### src/rtl/pipeline_ctrl_pkg.sv
// Shared definitions for the pipeline stall/sequencing controller:
// state encodings, default MUL latency and the control bundle type.
package pipeline_ctrl_pkg;

    localparam logic [1:0] PCTL_RUN       = 2'd0;
    localparam logic [1:0] PCTL_DMEM_WAIT = 2'd1;
    localparam logic [1:0] PCTL_MUL_WAIT  = 2'd2;
    localparam logic [1:0] PCTL_HALT      = 2'd3;

    localparam int unsigned PCTL_MUL_LATENCY = 4;

    // Wide enough for MUL_LATENCY-1 up to 15.
    localparam int unsigned MulCntW = 5;

    typedef enum logic [1:0] {
        StRun      = PCTL_RUN,
        StDmemWait = PCTL_DMEM_WAIT,
        StMulWait  = PCTL_MUL_WAIT,
        StHalt     = PCTL_HALT
    } pctl_state_e;

    typedef struct packed {
        logic en_pc;
        logic en_ifid;
        logic en_idex;
        logic en_exmem;
        logic en_memwb;
        logic bubble_idex;
        logic bubble_exmem;
        logic ex_mul_done;
    } pctl_ctrl_t;

    // Front end frozen while EX holds the MUL; MEM/WB drain with a bubble.
    function automatic pctl_ctrl_t mul_stall_ctrl();
        pctl_ctrl_t c;
        c              = '0;
        c.en_exmem     = 1'b1;
        c.en_memwb     = 1'b1;
        c.bubble_exmem = 1'b1;
        return c;
    endfunction

endpackage

### src/rtl/pipeline_ctrl_sat_counter.sv
// Saturating up-counter with enable; holds at all-ones instead of wrapping.
module sat_counter #(
    parameter int unsigned Width = 32
) (
    input  logic             clk_i,
    input  logic             rst_i,
    input  logic             en_i,
    output logic [Width-1:0] cnt_o
);

    logic [Width-1:0] cnt_q, cnt_d;

    always_comb begin
        cnt_d = cnt_q;
        if (en_i && !(&cnt_q)) begin
            cnt_d = cnt_q + 1'b1;
        end
    end

    always_ff @(posedge clk_i or posedge rst_i) begin
        if (rst_i) begin
            cnt_q <= '0;
        end else begin
            cnt_q <= cnt_d;
        end
    end

    assign cnt_o = cnt_q;

endmodule

### src/rtl/pipeline_ctrl.sv
// Stall/sequencing controller for the 5-stage pipeline: merges interlock, memory
// wait, multi-cycle MUL and debug halt into per-stage enables and bubble controls.
module pipeline_ctrl
    import pipeline_ctrl_pkg::*;
#(
    parameter int unsigned MUL_LATENCY = PCTL_MUL_LATENCY,
    parameter int unsigned CNT_W       = 32
) (
    input  logic             clk,
    input  logic             rst,
    input  logic             halt,
    input  logic             id_load_use,
    input  logic             ex_mul,
    input  logic             imem_ready,
    input  logic             ex_mem_req,
    input  logic             dmem_ready,
    output logic             en_pc,
    output logic             en_ifid,
    output logic             en_idex,
    output logic             en_exmem,
    output logic             en_memwb,
    output logic             bubble_idex,
    output logic             bubble_exmem,
    output logic             ex_mul_done,
    output logic [1:0]       ctrl_state,
    output logic [CNT_W-1:0] stall_cycles
);

    pctl_state_e        state_q, state_d;
    logic [MulCntW-1:0] mul_cnt_q, mul_cnt_d;
    pctl_ctrl_t         ctrl;
    logic               run_eval;
    logic               eff_req;
    logic               eff_mul;

    always_comb begin
        ctrl      = '0;
        state_d   = state_q;
        mul_cnt_d = mul_cnt_q;
        run_eval  = 1'b0;
        eff_req   = ex_mem_req;
        eff_mul   = ex_mul;

        unique case (state_q)
            StRun: begin
                run_eval = 1'b1;
            end
            StDmemWait: begin
                if (dmem_ready) begin
                    run_eval = 1'b1;
                    eff_req  = 1'b0;
                end
            end
            StMulWait: begin
                mul_cnt_d = mul_cnt_q - 1'b1;
                if (mul_cnt_q > MulCntW'(1)) begin
                    ctrl = mul_stall_ctrl();
                end else begin
                    // Last MUL cycle: MEM holds a bubble, so no memory request applies.
                    ctrl.ex_mul_done = 1'b1;
                    run_eval         = 1'b1;
                    eff_req          = 1'b0;
                    eff_mul          = 1'b0;
                end
            end
            StHalt: begin
                if (!halt) begin
                    state_d = StRun;
                end
            end
        endcase

        if (run_eval) begin
            state_d = StRun;
            if (eff_req && !dmem_ready) begin
                state_d = StDmemWait;
            end else if (halt) begin
                state_d = StHalt;
            end else if (eff_mul && (MUL_LATENCY > 1)) begin
                ctrl      = mul_stall_ctrl();
                state_d   = StMulWait;
                mul_cnt_d = MulCntW'(MUL_LATENCY - 1);
            end else if (!imem_ready) begin
                state_d = StRun;
            end else if (id_load_use) begin
                ctrl.en_idex     = 1'b1;
                ctrl.bubble_idex = 1'b1;
                ctrl.en_exmem    = 1'b1;
                ctrl.en_memwb    = 1'b1;
            end else begin
                ctrl.en_pc       = 1'b1;
                ctrl.en_ifid     = 1'b1;
                ctrl.en_idex     = 1'b1;
                ctrl.en_exmem    = 1'b1;
                ctrl.en_memwb    = 1'b1;
                ctrl.ex_mul_done = ctrl.ex_mul_done | eff_mul;
            end
        end
    end

    always_ff @(posedge clk or posedge rst) begin
        if (rst) begin
            state_q   <= StRun;
            mul_cnt_q <= '0;
        end else begin
            state_q   <= state_d;
            mul_cnt_q <= mul_cnt_d;
        end
    end

    // Reset freezes the pipeline immediately, independent of the clock.
    assign en_pc        = ctrl.en_pc & ~rst;
    assign en_ifid      = ctrl.en_ifid & ~rst;
    assign en_idex      = ctrl.en_idex & ~rst;
    assign en_exmem     = ctrl.en_exmem & ~rst;
    assign en_memwb     = ctrl.en_memwb & ~rst;
    assign bubble_idex  = ctrl.bubble_idex & ~rst;
    assign bubble_exmem = ctrl.bubble_exmem & ~rst;
    assign ex_mul_done  = ctrl.ex_mul_done & ~rst;
    assign ctrl_state   = state_q;

    sat_counter #(
        .Width(CNT_W)
    ) u_stall_cnt (
        .clk_i(clk),
        .rst_i(rst),
        .en_i (~en_pc & ~rst),
        .cnt_o(stall_cycles)
    );

endmodule

### config.mk
export PLATFORM = sky130hd
export DESIGN_NAME = pipeline_ctrl
export DESIGN_NICKNAME = d
export VERILOG_FILES = /design/src/rtl/pipeline_ctrl_pkg.sv /design/src/rtl/pipeline_ctrl_sat_counter.sv /design/src/rtl/pipeline_ctrl.sv
export SDC_FILE = /design/constraint.sdc
export NUM_CORES = 1
export LEC_CHECK = 0
export ABC_AREA = 1
export CAP_MARGIN = 20
export CORE_ASPECT_RATIO = 0.5
export CORE_MARGIN = 4
export CORE_UTILIZATION = 40
export CTS_BUF_LIST = sky130_fd_sc_hd__clkbuf_8
export DETAILED_ROUTE_END_ITERATION = 10
export PLACE_DENSITY_LB_ADDON = 0.08
export SKIP_LAST_GASP = 1
export SLEW_MARGIN = 15
export SYNTH_ARGS = -nofsm -noshare
export SYNTH_HDL_FRONTEND = slang
export SYNTH_HIERARCHICAL = 1
export SYNTH_SLANG_ARGS = --single-unit
export TNS_END_PERCENT = 1
### constraint.sdc
create_clock -name clk -period 2.6 [get_ports clk]
set_clock_uncertainty 0.2 [all_clocks]
set_input_delay 0.52 -clock clk [delete_from_list [all_inputs] [get_ports clk]]
set_output_delay 0.52 -clock clk [all_outputs]
set_load 0.005 [all_outputs]
==> summary.md <==
| Metric | Value |
|---|---|
| Core Area | approximately 0.0068 mm² |
| CTS sink cnt | 39 |
| EDFF count, synth | 0 |
| Critical Path Source | mul_cnt_q[1] |
| Slowest-stage cell, CP | dfrtp_1 |
| Layout cells sized above 1 | 0.172 |
| Worst reg2reg setup slack | 0.09 ns |
| Grt peak-use layer | met2 |
| Starting DRT DRC Count | between 150 and 200 |
| Worst Hold Class | flop to flop |
| Final worst path period share | 1.00 |
| Area of the die | roughly 0.0087 mm² |
| Inserted Diodes | 0 |
| Critical R2R Capture | u_stall_cnt/cnt_o[31] |
| Register area share after synthesis | 0.339 |
| Hold depth | 2 |
| Outcome | complete, but fails checks |
| R2R depth | 18 |
| Total wire length | between 7000 and 8000 µm |
| Most used cell, CP | nor2_2 |
| Post-DP HPWL | 5600 µm |
| Crit Path Max Fanout | 4 |
| DRT Pass-1 Iters | 4 |
| First-pass GRT wire length | ~13000 µm |
| GR Util All Layers | 0.183 |
| Post-synthesis net count | between 400 and 500 |
| Fin nets | roughly 540 |
| Average vias per placed instance | about 4.6 |
| Violated checks | setup timing |
| Final setup viols | 3 |
| Final RePlAce weighted congestion | between 0.9 and 1 |
| Largest net degree at the start of global routing | 33 |
| H-tree Lvls | 2 |
| Seq cells post-synth | 39 |
| Post-synth top area cell | dfrtp_1 |
| Core Rows | 21 |
| Synth warn | 6 |
| Fin. max-slew vios | 0 |
| Endpoints failing hold | 0 |
| CTS tree | done |
| Global route overflow | 0 |
| Most common cell in the netlist | nand2_1 |
| DRC viols | 0 |
| Worst R2R Start | mul_cnt_q[0] |
| Hold_sp | u_stall_cnt/cnt_o[31] |
| Crit start category | flop |
| Pleak | 1.86 nW |
| Worst rel slew slack | 0.708 |
| RSZ-0062 raised after global routing | true |
| Share of Yosys cell area claimed by the top area cell type | 0.339 |
| GR met2 Demand/Resource | 0.288 |
| Async SR Flop Fraction | 1.00 |
| Worst hold slack | about 0.34 ns |
| TritonCTS buffer count | 5 |
| PortBufs | between 40 and 50 |
| Footprint of the multi-input gates | 0.00170 mm² |
| Cell variety after synth | 30 |
| WP data required | ~1.9 ns |
| Max rail drop VDD | about 0.00046 V |
| Area grow syn2layout | 31.6% |
| CTS clock-pin slew for the worst setup and hold paths | around 0.080 ns |
| Worst-Skew Late Latency | approximately 0.3 ns |
| Power Dens Cells | between 600 and 700 mW/mm² |
| Critical Path AT | about 1.9 ns |
| Die W | ~130 µm |
| Gate Count Post-Synth | 442 |
| Initial Util | 0.421 |
| CTS Hold Bufs | 0 |
| Worst Setup Path Type | flop to output pin |
| Most used flip-flop cell after synthesis | dfrtp_1 |
| Met3 Resource Use GR | 0.0460 |
| Post-Syn Area | 0.00288 mm² |
| Largest cells by area after synthesis | dfrtp_1 34%, nand2_1 26%, nor2_1 8.2% |
| Root Driver | clkbuf_8 |
| CP Cell Sequence | inv_2 > ha_2 > o21bai_4 > nand3_4 > buf_6 > nand2_4 > nand3_2 > nor2_2 > nand3_1 > nor2_2 > buf_2 |
| Fin Setup TNS | -0.0160 ns |
| Sequential cell area | around 980 µm² |
| Tightest Pin Transition | 0.438 ns |
| Total power | roughly 2.3 mW |
| Worst Slack Setup Final | -0.00821 ns |
| Die H | between 60 and 70 µm |
| CP endpoint kind | output pin |
| Maximum buffer depth of the clock tree | 2 |
| Antenna violations before repair | 0 |
| Vias in the first global route | roughly 2600 |
| I/O pin cnt | 50 |
| Wire length per cell | about 12 µm |
| Hold EP | u_stall_cnt/cnt_o[31] |
| Crit-path max cell delay | 0.39 ns |
| GR Layer Usage met1 | 0.254 |
| Fill cell count | between 700 and 800 |
| Tmin final | roughly 2.6 ns |
| Peak Freq | about 380 MHz |
| Max-cap violations | 0 |
| Remaining antenna violation count | 0 |
| Top cells by count, synth | 196 x nand2_1, 63 x nor2_1, 47 x inv_1, 39 x dfrtp_1, 22 x nand3_1 |
| Via count | roughly 2900 |
| Avg Inst Size Synth | 6.51 µm² |
[state kept, by name (all words and copies together), names as in the netlist]
signal and cells:
u_stall_cnt/cnt_o 32, mul_cnt_q 5, ctrl_state 2
[kinds of logic after synthesis]
group,count (synthesis),share of synthesized area
AO/OA/AOI/OAI,14,0.0348
XOR/XNOR,11,0.0335
adder cells (fa/ha/maj),7,0.0305
buffers and inverters,58,0.0923
flip-flops,39,0.339
AND/OR/NAND/NOR,313,0.470
[what timing repair did]
| action | in CTS | in global routing |
|---|---|---|
| gates resized for setup | 22 | 27 |
| buffers inserted | 7 | 1 |
| pin swaps | 7 | 10 |
| endpoints found under the setup margin | 8 | 35 |
[placed cells by master (no fill, tap or decap), types with 3 or more instances in the layout]
cell             count
nand3b_1             6
buf_4               29
nand3_1             21
ha_2                 3
nor2_1              57
nand4_1              3
inv_1               44
nor2_2               9
nand2_1            195
buf_2                3
o21ai_0              5
nand2_4              3
ha_1                 3
nand2_2              8
xor2_1               8
dfrtp_1             39
xnor2_1              3
clkbuf_2             4
clkbuf_8             7
clkdlybuf4s50_1     41
a21oi_4              3
inv_2                7
[metrics by stage]
step                instances  utilization  instance area, µm²  setup slack, ns
global placement          599        0.524                3580           -0.286
global route              615        0.554                3780           -0.126
finish                    615        0.554                3780         -0.00821
detailed placement        599        0.524                3580           -0.291
CTS                       614        0.548                3740           -0.109
floorplan                 442            -                2880            0.336
[worst max-delay path, delay by kind of cell (launching register included)]
family                   cells  cell delay [ns]
AND/OR/NAND/NOR              6             0.58
flip-flops                   1             0.39
AO/OA/AOI/OAI                1             0.13
adder cells (fa/ha/maj)      1             0.16
buffers and inverters        3             0.33
[cell type report]
type / instances / area share
Clock buffer: 7 / 0.0255
Clock inverter: 1 / 0.000992
Inverter: 51 / 0.0513
Multi-Input combinational cell: 345 / 0.450
Sequential cell: 39 / 0.258
Tap cell: 92 / 0.0304
Timing Repair Buffer: 80 / 0.184
[power breakdown]
group	switching [mW]	internal (mW)	total [mW]
clock network	0.222	0.238	0.460
logic	0.535	0.562	1.10
registers	0.0946	0.693	0.788
total	0.851	1.49	2.34
[worst max path at each step]
stage	end	slack [ns]	depth (start not counted)
after floorplan	u_stall_cnt/cnt_o[19]	0.34	17
after global placement	en_exmem	-0.29	8
after detailed placement	en_memwb	-0.29	8
after CTS	en_memwb	-0.11	11
after global routing	en_memwb	-0.13	11
final	en_ifid	-0.008	11
[metal layers]
layer / routed length [µm] / up-vias
met3: 391 / 7
met4: 71 / 0
met2: 3290 / 52
met5: 0 / -
li1: - / 1502
met1: 3740 / 1297
Power figures use the tool's default switching activity.
